File: config.mk
export PLATFORM = sky130hd
export DESIGN_NAME = pipelined_cla_adder
export DESIGN_NICKNAME = d
export VERILOG_FILES = /design/src/rtl/alu_pkg.sv /design/src/rtl/cla_slice.sv /design/src/rtl/pipelined_cla_adder.sv
export SDC_FILE = /design/constraint.sdc
export NUM_CORES = 1
export LEC_CHECK = 0
export CAP_MARGIN = 10
export CORE_ASPECT_RATIO = 1.25
export CORE_MARGIN = 1.5
export CORE_UTILIZATION = 45
export DETAILED_ROUTE_END_ITERATION = 12
export GPL_TIMING_DRIVEN = 0
export PLACE_DENSITY = 0.74
export SYNTH_ARGS = -nofsm -noshare
export SYNTH_HDL_FRONTEND = slang
export SYNTH_SLANG_ARGS = --single-unit
File: constraint.sdc
create_clock -name clk -period 2.1 [get_ports clk]
set_input_delay 0.21 -clock clk [delete_from_list [all_inputs] [get_ports clk]]
set_output_delay 0.21 -clock clk [all_outputs]
set_load 0.02 [all_outputs]
File: src/rtl/alu_pkg.sv
`default_nettype none
// alu_pkg: constants shared by the datapath ALU blocks.
// Holds the add/sub opcode encoding, default adder geometry and the flag bit order.
package alu_pkg;

  localparam int DEFAULT_WIDTH   = 32;
  localparam int DEFAULT_BLOCK_W = 16;

  localparam logic OP_ADD = 1'b0;
  localparam logic OP_SUB = 1'b1;

  localparam int FLAG_C    = 0;
  localparam int FLAG_V    = 1;
  localparam int FLAG_Z    = 2;
  localparam int NUM_FLAGS = 3;

  typedef logic [NUM_FLAGS-1:0] flags_t;

endpackage
`default_nettype wire

File: src/rtl/cla_slice.sv
`default_nettype none
// cla_slice: combinational BLOCK_W-bit carry-lookahead slice.
// Provides the sum, the carry out, group propagate/generate and the carry into its MSB.
module cla_slice #(
  parameter int BLOCK_W = 16
) (
  input  logic [BLOCK_W-1:0] a_i,
  input  logic [BLOCK_W-1:0] b_i,
  input  logic               cin_i,
  output logic [BLOCK_W-1:0] sum_o,
  output logic               cout_o,
  output logic               pg_o,
  output logic               gg_o,
  output logic               c_msb_o
);

  logic [BLOCK_W-1:0] g;
  logic [BLOCK_W-1:0] p;
  logic [BLOCK_W-1:0] c;
  logic               gg_acc;

  assign g = a_i & b_i;
  assign p = a_i ^ b_i;

  // Each bit's carry is a flat generate/propagate term over all lower bits.
  always_comb begin
    c    = '0;
    c[0] = cin_i;
    for (int k = 0; k < BLOCK_W - 1; k++) begin
      logic grp_g;
      logic grp_p;
      grp_g = g[k];
      grp_p = p[k];
      for (int j = k - 1; j >= 0; j--) begin
        grp_g = grp_g | (grp_p & g[j]);
        grp_p = grp_p & p[j];
      end
      c[k+1] = grp_g | (grp_p & cin_i);
    end
  end

  always_comb begin
    gg_acc = 1'b0;
    for (int j = 0; j < BLOCK_W; j++) begin
      gg_acc = g[j] | (p[j] & gg_acc);
    end
  end

  assign gg_o    = gg_acc;
  assign pg_o    = &p;
  assign cout_o  = gg_acc | (&p & cin_i);
  assign c_msb_o = c[BLOCK_W-1];
  assign sum_o   = p ^ c;

endmodule
`default_nettype wire

File: src/rtl/pipelined_cla_adder.sv
`default_nettype none
// pipelined_cla_adder: WIDTH/BLOCK_W-stage pipelined CLA add/sub with valid/ready and C/V/Z flags.
// Define ADDER_SATURATE_EN to add a 'sat' input that clamps signed overflow.
module pipelined_cla_adder
  import alu_pkg::*;
#(
  parameter int WIDTH   = DEFAULT_WIDTH,
  parameter int BLOCK_W = DEFAULT_BLOCK_W
) (
  input  logic             clk,
  input  logic             rst_n,
  input  logic             in_valid,
  output logic             in_ready,
  input  logic [WIDTH-1:0] a,
  input  logic [WIDTH-1:0] b,
  input  logic             sub,
  input  logic             cin,
`ifdef ADDER_SATURATE_EN
  input  logic             sat,
`endif
  output logic             out_valid,
  input  logic             out_ready,
  output logic [WIDTH-1:0] sum,
  output logic             cout,
  output logic             ovf,
  output logic             zero
);

  localparam int STAGES = WIDTH / BLOCK_W;

  logic [STAGES:0]   adv;
  logic [STAGES-1:0] up_valid;
  logic [STAGES-1:0] up_c;
  logic [STAGES-1:0] up_z;
  logic [STAGES-1:0] up_sat;
  logic [WIDTH-1:0]  up_a [STAGES];
  logic [WIDTH-1:0]  up_b [STAGES];

  assign adv[STAGES] = out_ready;
  assign in_ready    = adv[0];

  assign up_valid[0] = in_valid;
  assign up_a[0]     = a;
  assign up_b[0]     = (sub == OP_SUB) ? ~b : b;
  assign up_c[0]     = (sub == OP_SUB) ? 1'b1 : cin;
  assign up_z[0]     = 1'b1;
`ifdef ADDER_SATURATE_EN
  assign up_sat[0]   = sat;
`else
  assign up_sat[0]   = 1'b0;
`endif

  for (genvar i = 0; i < STAGES; i++) begin : g_stage
    logic [BLOCK_W-1:0] s_sum;
    logic               s_cout;
    logic               s_pg;
    logic               s_gg;
    logic               s_cmsb;
    logic               c_d;
    logic               z_d;
    logic [WIDTH-1:0]   a_d;
    logic               valid_q;

    cla_slice #(
      .BLOCK_W (BLOCK_W)
    ) u_slice (
      .a_i     (up_a[i][BLOCK_W-1:0]),
      .b_i     (up_b[i][BLOCK_W-1:0]),
      .cin_i   (up_c[i]),
      .sum_o   (s_sum),
      .cout_o  (s_cout),
      .pg_o    (s_pg),
      .gg_o    (s_gg),
      .c_msb_o (s_cmsb)
    );

    assign c_d = s_gg | (s_pg & up_c[i]);
    assign z_d = up_z[i] & (s_sum == '0);
    // Operand slices shift down while result slices enter at the top, so the
    // word leaving the last stage is the complete sum in its natural position.
    assign a_d = (up_a[i] >> BLOCK_W) | (WIDTH'(s_sum) << (WIDTH - BLOCK_W));

    assign adv[i] = !valid_q || adv[i+1];

    always_ff @(posedge clk or negedge rst_n) begin
      if (!rst_n) begin
        valid_q <= 1'b0;
      end else if (adv[i]) begin
        valid_q <= up_valid[i];
      end
    end

    if (i < STAGES - 1) begin : g_mid
      logic [WIDTH-1:0] a_q;
      logic [WIDTH-1:0] b_q;
      logic             c_q;
      logic             z_q;
      logic             sat_q;

      always_ff @(posedge clk or negedge rst_n) begin
        if (!rst_n) begin
          a_q   <= '0;
          b_q   <= '0;
          c_q   <= 1'b0;
          z_q   <= 1'b0;
          sat_q <= 1'b0;
        end else if (adv[i] && up_valid[i]) begin
          a_q   <= a_d;
          b_q   <= up_b[i] >> BLOCK_W;
          c_q   <= c_d;
          z_q   <= z_d;
          sat_q <= up_sat[i];
        end
      end

      assign up_valid[i+1] = valid_q;
      assign up_a[i+1]     = a_q;
      assign up_b[i+1]     = b_q;
      assign up_c[i+1]     = c_q;
      assign up_z[i+1]     = z_q;
      assign up_sat[i+1]   = sat_q;
    end else begin : g_last
      logic             ovf_w;
      logic             clamp;
      logic [WIDTH-1:0] sat_lim;
      logic [WIDTH-1:0] sum_d;
      logic [WIDTH-1:0] sum_q;
      flags_t           flags_d;
      flags_t           flags_q;

      assign ovf_w = s_cmsb ^ s_cout;
      assign clamp = up_sat[i] & ovf_w;
      // A set wrapped MSB after overflow means the true result was positive.
      assign sat_lim = a_d[WIDTH-1] ? {1'b0, {(WIDTH-1){1'b1}}} : {1'b1, {(WIDTH-1){1'b0}}};
      assign sum_d   = clamp ? sat_lim : a_d;

      always_comb begin
        flags_d         = '0;
        flags_d[FLAG_C] = c_d;
        flags_d[FLAG_V] = ovf_w;
        flags_d[FLAG_Z] = clamp ? 1'b0 : z_d;
      end

      always_ff @(posedge clk or negedge rst_n) begin
        if (!rst_n) begin
          sum_q   <= '0;
          flags_q <= '0;
        end else if (adv[i] && up_valid[i]) begin
          sum_q   <= sum_d;
          flags_q <= flags_d;
        end
      end

      assign out_valid = valid_q;
      assign sum       = sum_q;
      assign cout      = flags_q[FLAG_C];
      assign ovf       = flags_q[FLAG_V];
      assign zero      = flags_q[FLAG_Z];
    end
  end

endmodule
`default_nettype wire
==> results by group <==
Route
  – Met3 WL: 562 um
  – Routed via count: 4494
  – Top sig layer: met4
  – Drt total wl: 13800 um
  – Detailed Route Iter0 Violations: 153
  – Met1 WL: 5160 um
  – Met2 Routed Length: 7720 um
  – Routed length per instance: 17.2 um
  – First drt pass iteration count: 5
  – # DRC: 0
  – Antenna-violating nets left: 0
  – Drt via density: 5.58

Timing
  – Setup ws final: -0.427 ns
  – Final Setup Violations: 11
  – Tcrit/Tclk final: 120%
  – Min Tclk post-route: 2.53 ns
  – Min Hold Slack: 0.338 ns
  – Worst relative slew slack: 43.5%
  – Least-Margin Pin Slew: 0.847 ns
  – RSZ-0062 raised after global routing: yes
  – Final worst clock skew: 0.00690 ns
  – Hold Fails Final Rpt: 0
  – Final max-slew violation count: 0
  – FMAX: 396 MHz

Worst hold path
  – Hold Path Class: primary input to asynchronous set/reset pin

Layout
  – Most frequent cells in the layout: clkdlybuf4s50_1, dfrtp_1, nand2_1, buf_4, o21ai_0
  – Inserted Diodes: 0
  – Share of cells above drive strength 1: 27.2%
  – Layout Utilization: 67.9%
  – Finished Cell Area: 0.00760 mm2
  – Final Net Count: 769
  – P&R area growth vs syn: 46.2%
  – Most common library cell in the layout ignoring fill and taps: clkdlybuf4s50_1
  – FILL cells: 882

Synthesis
  – Synth Register Bits: 87
  – Ys async rst share: 100%
  – Leading area contributor after synthesis: dfrtp_1
  – Mapped Cells: 504
  – Share of the synthesized area in the top cell type: 41.9%
  – Syn_area_per_cell: 10.3 um2
  – EDFF count, synth: 0
  – Cell Area, Synth: 0.00519 mm2
  – Distinct cells, synth: 59
  – Synth top area cells: dfrtp_1, mux2_2, ha_1, xor2_1, o21ai_0
  – Main synth FF type: dfrtp_1
  – Synthesized Nets: 608
  – Synthesis Warnings: 0
  – Seq/Total Area, Yosys: 41.9%

Pwr
  – Power per cell area: 1010 mW/mm2
  – Leakage Power: 3.25 nW
  – Maximum vdd drop: 0.490 mV

GRT
  – Pin count of the biggest net entering global routing: 59
  – Global route overflow: 0
  – Global-route wire length before repair: 22700 um
  – Global Route Usage Sum: 23.8%
  – Initial antenna violation count: 0
  – Number of global-route vias before repair: 4808

Run status
  – Failing checks: setup timing
  – Outcome: finished with violations

Placed design
  – Pre-CTS WS: -0.920 ns
  – Dpl hpwl: 10100 um
  – PortBufs: 105
  – Gp weighted congestion: 0.856
  – Post-placement cell area: 0.00659 mm2

Floorplanning
  – Vert. Die Dim: 123 um
  – IO Pins: 107
  – Core Area: 0.0112 mm2
  – Initial Util: 46.4%
  – Die ar.: 0.0122 mm2
  – Cell row count: 43
  – Die width: 99.1 um

Clocking
  – Clock transition at path regs: 0.06 ns
  – CTS Root Cell: clkbuf_16
  – H-tree depth: 3
  – Longest Clk Path Bufs: 2
  – Clock buffer count from CTS: 9
  – Worst skew pair latency: 0.34 ns
  – CTS tree: done
  – Clock Sinks: 87

Setup path
  – CP startpoint kind: primary input
  – Critical R2R Launch: g_stage[0].g_mid.a_q[6]$_DFFE_PN0P_
  – WP data arrival: 2.79 ns
  – Type of the worst setup path: primary input to flip-flop
  – R2R Setup Slk: -0.26 ns
  – CP startpoint: sub
  – Critical path peak fanout: 8
  – Crit end category: flip-flop
  – Critical Path RT: 2.37 ns

Flow run
  – Max_cap viols: 0
synthesized netlist by cell type, types with 3 or more instances:
master      n
ha_1       32
inv_1      15
nand3_1     5
buf_1       3
a221oi_2    3
nor3_1      4
nand2b_1    5
or2_2       9
o2111ai_1   5
nand4_1     3
o21a_1      5
and3_1      4
nor2_1     19
mux2_2     40
and2_1      4
a21oi_1    14
xor2_1     28
a31oi_1     4
clkbuf_1   14
o21ai_0    48
xnor2_1    23
o211ai_1    3
a211oi_1    5
o31ai_1     6
nand2_1    60
o21bai_1    3
o211a_1     3
nand3b_1    3
a21o_1      7
dfrtp_1    87
stage by stage:
step                      cells  TNS (ns)  total power [mW]
after global routing        805     -2.45              8.10
after global placement      744   -198.61              5.50
after CTS                   803     -1.40              7.56
after floorplan             504     -1.50              4.37
final                       805     -1.39              7.68
after detailed placement    745    -11.07              5.60
kinds of logic (layout without fill, tap and decap cells):
family	Yosys count	in the layout	synth area share (%)
multiplexers	42	42	9.06
XOR/XNOR	51	51	8.60
buffers and inverters	35	201	2.72
AO/OA/AOI/OAI	133	133	18.3
flip-flops	87	87	41.9
adder cells (fa/ha/maj)	34	34	8.48
AND/OR/NAND/NOR	122	122	11.0
path summary, 6_finish.rpt:
path | endpoint | depth (start not counted)
min | g_stage[0].g_mid.a_q[5]$_DFFE_PN0P_ | 2
min in group clk | g_stage[0].g_mid.b_q[2]$_DFFE_PN0P_ | 4
max in group asynchronous | sum[11]$_DFFE_PN0P_ | 3
min reg2reg | sum[24]$_DFFE_PN0P_ | 2
max reg2reg | g_stage[1].g_last.flags_q[2]$_DFFE_PN0P_ | 8
max | g_stage[0].g_mid.z_q$_DFFE_PN0P_ | 15
state kept, by name, indices dropped and copies added (netlist names):
name                    count
g_stage.g_mid.a_q          32
g_stage.g_mid.c_q           1
sum                        32
g_stage.g_mid.z_q           1
out_valid                   1
g_stage.valid_q             1
g_stage.g_mid.b_q          16
g_stage.g_last.flags_q      3
routing by layer:
metal	vias up	global-route usage, %
met5	-	0
met3	34	3.34
li1	2120	-
met4	0	9.95
met1	2187	25.1
met2	153	46.9
critical path, stage by stage:
cell and delay, ns:
buf_12 0.10, clkbuf_16 0.15, buf_6 0.12, xor2_1 0.14, ha_2 0.18, clkbuf_8 0.14
buf_4 0.13, a21oi_2 0.13, buf_4 0.13, o211a_1 0.18, o21ai_1 0.10, xnor2_1 0.24
nand4_1 0.19, or4_1 0.53, o21ai_2 0.13
what timing repair did:
item / CTS / global route
pin swaps: 52 / 26
setup buffers: 42 / 5
hold buffers: 1 / 0
endpoints found under the setup margin: 16 / 31
hold endpoints to repair: 29 / 0
gates resized for setup: 64 / 23
where the power goes:
| part | switching, mW | internal (mW) |
|---|---|---|
| Sequential | 0.314 | 2.16 |
| Combinational | 1.77 | 1.80 |
| Clock | 0.644 | 0.984 |
final cells by class:
type	instances	area [um2]	share of cell area, %
well taps	135	169	2.22
multi-input cells	382	3320	43.7
flip-flops and latches	87	2180	28.7
plain buffers	17	135	1.78
clock inverters	5	56.3	0.741
inverters	15	56.3	0.741
repair buffers	153	1430	18.8
clock buffers	11	253	3.33
Note: power is estimated with default switching activity, not from simulation.
